$ cat src/rtl/controller_num_reg_hist.sv
// controller_num_reg_hist: working number register with digit entry and a DEPTH-entry undo ring
module controller_num_reg_hist #(
  parameter int WIDTH      = 32,
  parameter int DEPTH      = 4,
  parameter int MAX_DIGITS = 8
) (
  input  logic                            Clock,
  input  logic                            Reset,
  input  logic [2:0]                      num_sel,
  input  logic [WIDTH-1:0]                al_C,
  input  logic [WIDTH-1:0]                dt_data,
  input  logic [3:0]                      digit,
  output logic [WIDTH-1:0]                number_Q,
  output logic [$clog2(MAX_DIGITS+1)-1:0] digit_cnt,
  output logic [$clog2(DEPTH+1)-1:0]      hist_cnt,
  output logic                            err
);
  localparam int DW = $clog2(MAX_DIGITS+1);
  localparam int HW = $clog2(DEPTH+1);
  localparam int PW = $clog2(DEPTH);
  logic [WIDTH-1:0] number_q, number_d;
  logic [DW-1:0]    dcnt_q, dcnt_d;
  logic [HW-1:0]    hist_q, hist_d;
  logic [PW-1:0]    ptr_q, ptr_d, prev;
  logic             err_q, err_d;
  logic [WIDTH-1:0] ring_q [DEPTH];
  logic             load, ap, bad_ap, start, push, undo_ok;
  always_comb begin
    load     = num_sel == 3'd1 || num_sel == 3'd2 || num_sel == 3'd4;
    ap       = num_sel == 3'd3;
    bad_ap   = ap && (digit > 4'd9 || dcnt_q == DW'(MAX_DIGITS));
    start    = ap && !bad_ap && dcnt_q == '0;
    push     = load || start;
    undo_ok  = num_sel == 3'd5 && hist_q != '0;
    err_d    = bad_ap || (num_sel == 3'd5 && hist_q == '0);
    prev     = ptr_q - 1'b1;
    number_d = num_sel == 3'd1 ? al_C :
               num_sel == 3'd2 ? dt_data :
               num_sel == 3'd4 ? '0 :
               start           ? WIDTH'(digit) :
               (ap && !bad_ap) ? number_q * WIDTH'(10) + WIDTH'(digit) :
               undo_ok         ? ring_q[prev] : number_q;
    dcnt_d   = (load || undo_ok) ? '0 :
               start             ? DW'(digit != 4'd0) :
               (ap && !bad_ap)   ? dcnt_q + 1'b1 : dcnt_q;
    hist_d   = push    ? (hist_q == HW'(DEPTH) ? hist_q : hist_q + 1'b1) :
               undo_ok ? hist_q - 1'b1 : hist_q;
    ptr_d    = push ? ptr_q + 1'b1 : undo_ok ? prev : ptr_q;
  end
  always_ff @(posedge Clock) begin
    if (Reset) begin
      number_q <= '0;
      dcnt_q   <= '0;
      hist_q   <= '0;
      ptr_q    <= '0;
      err_q    <= 1'b0;
    end else begin
      number_q <= number_d;
      dcnt_q   <= dcnt_d;
      hist_q   <= hist_d;
      ptr_q    <= ptr_d;
      err_q    <= err_d;
      if (push) ring_q[ptr_q] <= number_q;
    end
  end
  assign number_Q  = number_q;
  assign digit_cnt = dcnt_q;
  assign hist_cnt  = hist_q;
  assign err       = err_q;
endmodule
$ cat config.mk
export PLATFORM = sky130hd
export DESIGN_NAME = controller_num_reg_hist
export DESIGN_NICKNAME = d
export VERILOG_FILES = /design/src/rtl/controller_num_reg_hist.sv
export SDC_FILE = /design/constraint.sdc
export NUM_CORES = 1
export LEC_CHECK = 0
export BUFFER_PORTS_ARGS = -buffer_cell sky130_fd_sc_hd__buf_4
export CORE_ASPECT_RATIO = 1.25
export CORE_UTILIZATION = 25
export DETAILED_ROUTE_END_ITERATION = 8
export PLACE_DENSITY = 0.51
export SLEW_MARGIN = 5
export SYNTH_ARGS = -nofsm -noshare
export SYNTH_HDL_FRONTEND = slang
export SYNTH_SLANG_ARGS = --single-unit
$ cat constraint.sdc
create_clock -name Clock -period 9.2 [get_ports Clock]
set_input_delay 0.46 -clock Clock [delete_from_list [all_inputs] [get_ports Clock]]
set_output_delay 0.46 -clock Clock [all_outputs]
set_load 0.01 [all_outputs]
==> metrics.cfg <==
[clock_tree]
clockBufferDepth = 2
numCtsBuffers = 17
cts_tree = built
clock_latency_ns = 0.45
cts-resized-gates = 0
clockRootBuffer = clkbuf_16
post_cts_buffers = 0
cts_hold_buf = 0
cts.sink_count = 170
h-tree-depth = 4
cts.clk_slew.worst_paths_ns = 0.08

[synth]
synthTopCellsByArea = edfxtp_1 39%, dfxtp_1 8.5%, ha_1 8.1%, mux4_2 7.3%, a21oi_1 3.4%
synthFlopType = edfxtp_1
synthTopCellsByCount = 128 x edfxtp_1, 67 x a21oi_1, 66 x nand2_1, 64 x ha_1, 62 x nor2_1
synth-edff-count = 128
netlist_area_um2 = 9840
yosysWarnings = 0
ys_ff_latch = 170
synth_area_leader_cell = edfxtp_1
netlist.area_leader.share_pct = 39.0
yosysMostFrequentCell = edfxtp_1
avgSynthCellArea_um2 = 11.3
synth_nets = 1013
seq_area_frac_synth_pct = 47.6
synthDistinctLibCells = 69
synth-async-reset-ratio_pct = 0
netlist_instances = 873

[critical_path]
end_kind = register
path_cells = ha_1 -> ha_1 -> fa_1 -> a211oi_2 -> o21a_1 -> xnor2_1 -> nand2_1 -> nor4_2 -> nand3_1 -> xnor2_1 -> o21ai_0 -> a221oi_1 -> nor3_1
startpoint_type = register
r2r-start = number_Q[1]
slowest_delay_ns = 0.54
crit_type = reg -> reg
cp_data_required_time_ns = 9.51
cp_top_family = simple AND/OR/NAND/NOR gates
r2r_slack_ns = 5.04
endpoint = number_Q[18]
path_buf_inv = 0
worstPathArrival_ns = 4.47
crit_path_max_fanout = 9
r2r_cells = 13
cp_slowest_cell = dfxtp_1
r2r_end = number_Q[18]
crit_cells = 13
cp-startpoint = number_Q[1]

[placement]
pre_cts_ws_ns = 5.04
numPortBuffers = 112
dp_hpwl_mm = 21.7
globalplace.congestion = 0.850

[pwr]
ir_drop_mv = 0.161
powerDensity_nw_per_um2 = 212
total_power_mw = 2.50
leakage_nw = 4.40

[detailed_routing]
vias = 7467
routed_wirelength_mm = 30.3
first_iter_violations = 531
ant_nets = 0
vias_per_cell = 5.09
avgRoutedWirePerCell_um = 20.7
drtPass1Iterations = 7
drc = 24

[timing]
fin_skew_ns = 0.0133
fin_crit_sh_pct = 45.3
layout_setup_ws_ns = 5.04
worst_pin_slew_ns = 0.985
final_hold_viol_count = 0
setup_viol = 0
layout_min_cycle_time_ns = 4.16
fmax_mhz = 240
slew_viol_final = 0
rsz0062_at_grt = false
timing.setup.tns_ns = 0
timing.slew.headroom_pct = 34.3

[status]
violations = DRC
status = finished, violations left

[floorplan]
rows = 80
die_w_um = 179
core_um2 = 38500
ios = 113
die_area_um2 = 40200
start_util_pct = 25.5
die_h_um = 224

[grt]
antenna_found_initial = 0
grt_pass1_wl_mm = 46.3
grt_pass1_vias = 7539
grt_max_degree = 46
overflow = 0
grt_usage_pct = 15.3

[final_layout]
drive_gt1_share_pct = 22.0
num-nets-final = 1103
diodes = 0
area_delta_synth_final_pct = 19.6
fill_cells = 3915

[worst_hold_path]
hp-class = in -> reg

[flow_run]
drv_cap = 0

worst min-delay path by stage:
stage,startpoint,to,cells past startpoint
2_1_floorplan,ptr_q[1],ptr_q[1],2
3_3_place_gp,number_Q[31],ring_q[3][31],0
3_5_place_dp,number_Q[31],ring_q[1][31],0
4_1_cts,dt_data[19],number_Q[19],3
5_1_grt,dt_data[19],number_Q[19],3
6_report,al_C[27],number_Q[27],3
tightest hold or removal path, stage by stage:
cell and delay, ns:
buf_4 0.09, o21ai_0 0.08, o21ai_1 0.11
layout by cell type, fill, tap and decap left out, drive strengths merged, types with 3 or more instances in the layout:
cell type    n
o221ai       4
a221o        7
and2         5
a22oi        4
nor3        30
or2          5
mux2i        7
clkbuf      17
o21bai       5
mux4        32
buf        124
nand3       17
nand4b       3
a211oi      12
a21o         7
nor2b        3
o21ai       59
or3          3
nand2       67
a31oi        7
nor2        62
o211ai      10
xor2        32
clkinv       5
nor3b        3
fa           3
dfxtp       42
a221oi      19
o31ai        5
xnor2       24
inv         25
nand4       13
ha          64
a21oi       68
edfxtp     128
o21a         7
o22ai       10
and3         6
nor4         8
per-stage QoR:
stage                     util (%)  std cells  cell area, µm²  hold WS (ns)
final                         30.6       1468           11800         0.326
after global routing          30.6       1468           11800         0.328
after CTS                     30.6       1468           11800         0.312
after detailed placement      29.1       1436           11200         0.526
after global placement        29.1       1436           11200         0.522
after floorplan                  -        873            9840         0.497
kinds of logic after synthesis:
kind of cell    synth area share, %
buf+inv                        2.75
xor+xnor                       5.06
simple gates                   11.9
mux                            8.03
fa+ha+maj                      8.74
compound gates                 15.9
flops                          47.6
where the power goes:
part           internal [mW]  switching, mW
Sequential             0.900         0.0672
Clock                  0.363          0.353
Combinational          0.339          0.478
Total                   1.60          0.898
sequential cells by signal, summed over array words and instances (netlist names):
signal,cells
ring_q,128
number_Q,32
digit_cnt,4
hist_cnt,3
ptr_q,2
err,1
cell type report:
cell class | count | area, µm² | area share [%]
Multi-Input combinational cell | 634 | 4900 | 41.7
Clock buffer | 17 | 425 | 3.61
Sequential cell | 170 | 4690 | 39.8
Tap cell | 492 | 616 | 5.23
Inverter | 16 | 60.1 | 0.510
Clock inverter | 15 | 153 | 1.30
Timing Repair Buffer | 124 | 931 | 7.91
per-layer routing:
metal  vias up  track usage [%]  wire (µm)
met4         0             4.76        535
met5         -                0          0
met2       196             27.5      15400
li1       3556                -          -
met3        39             2.29       1230
met1      3676             18.9      13100
Power figures use the tool's default switching activity.
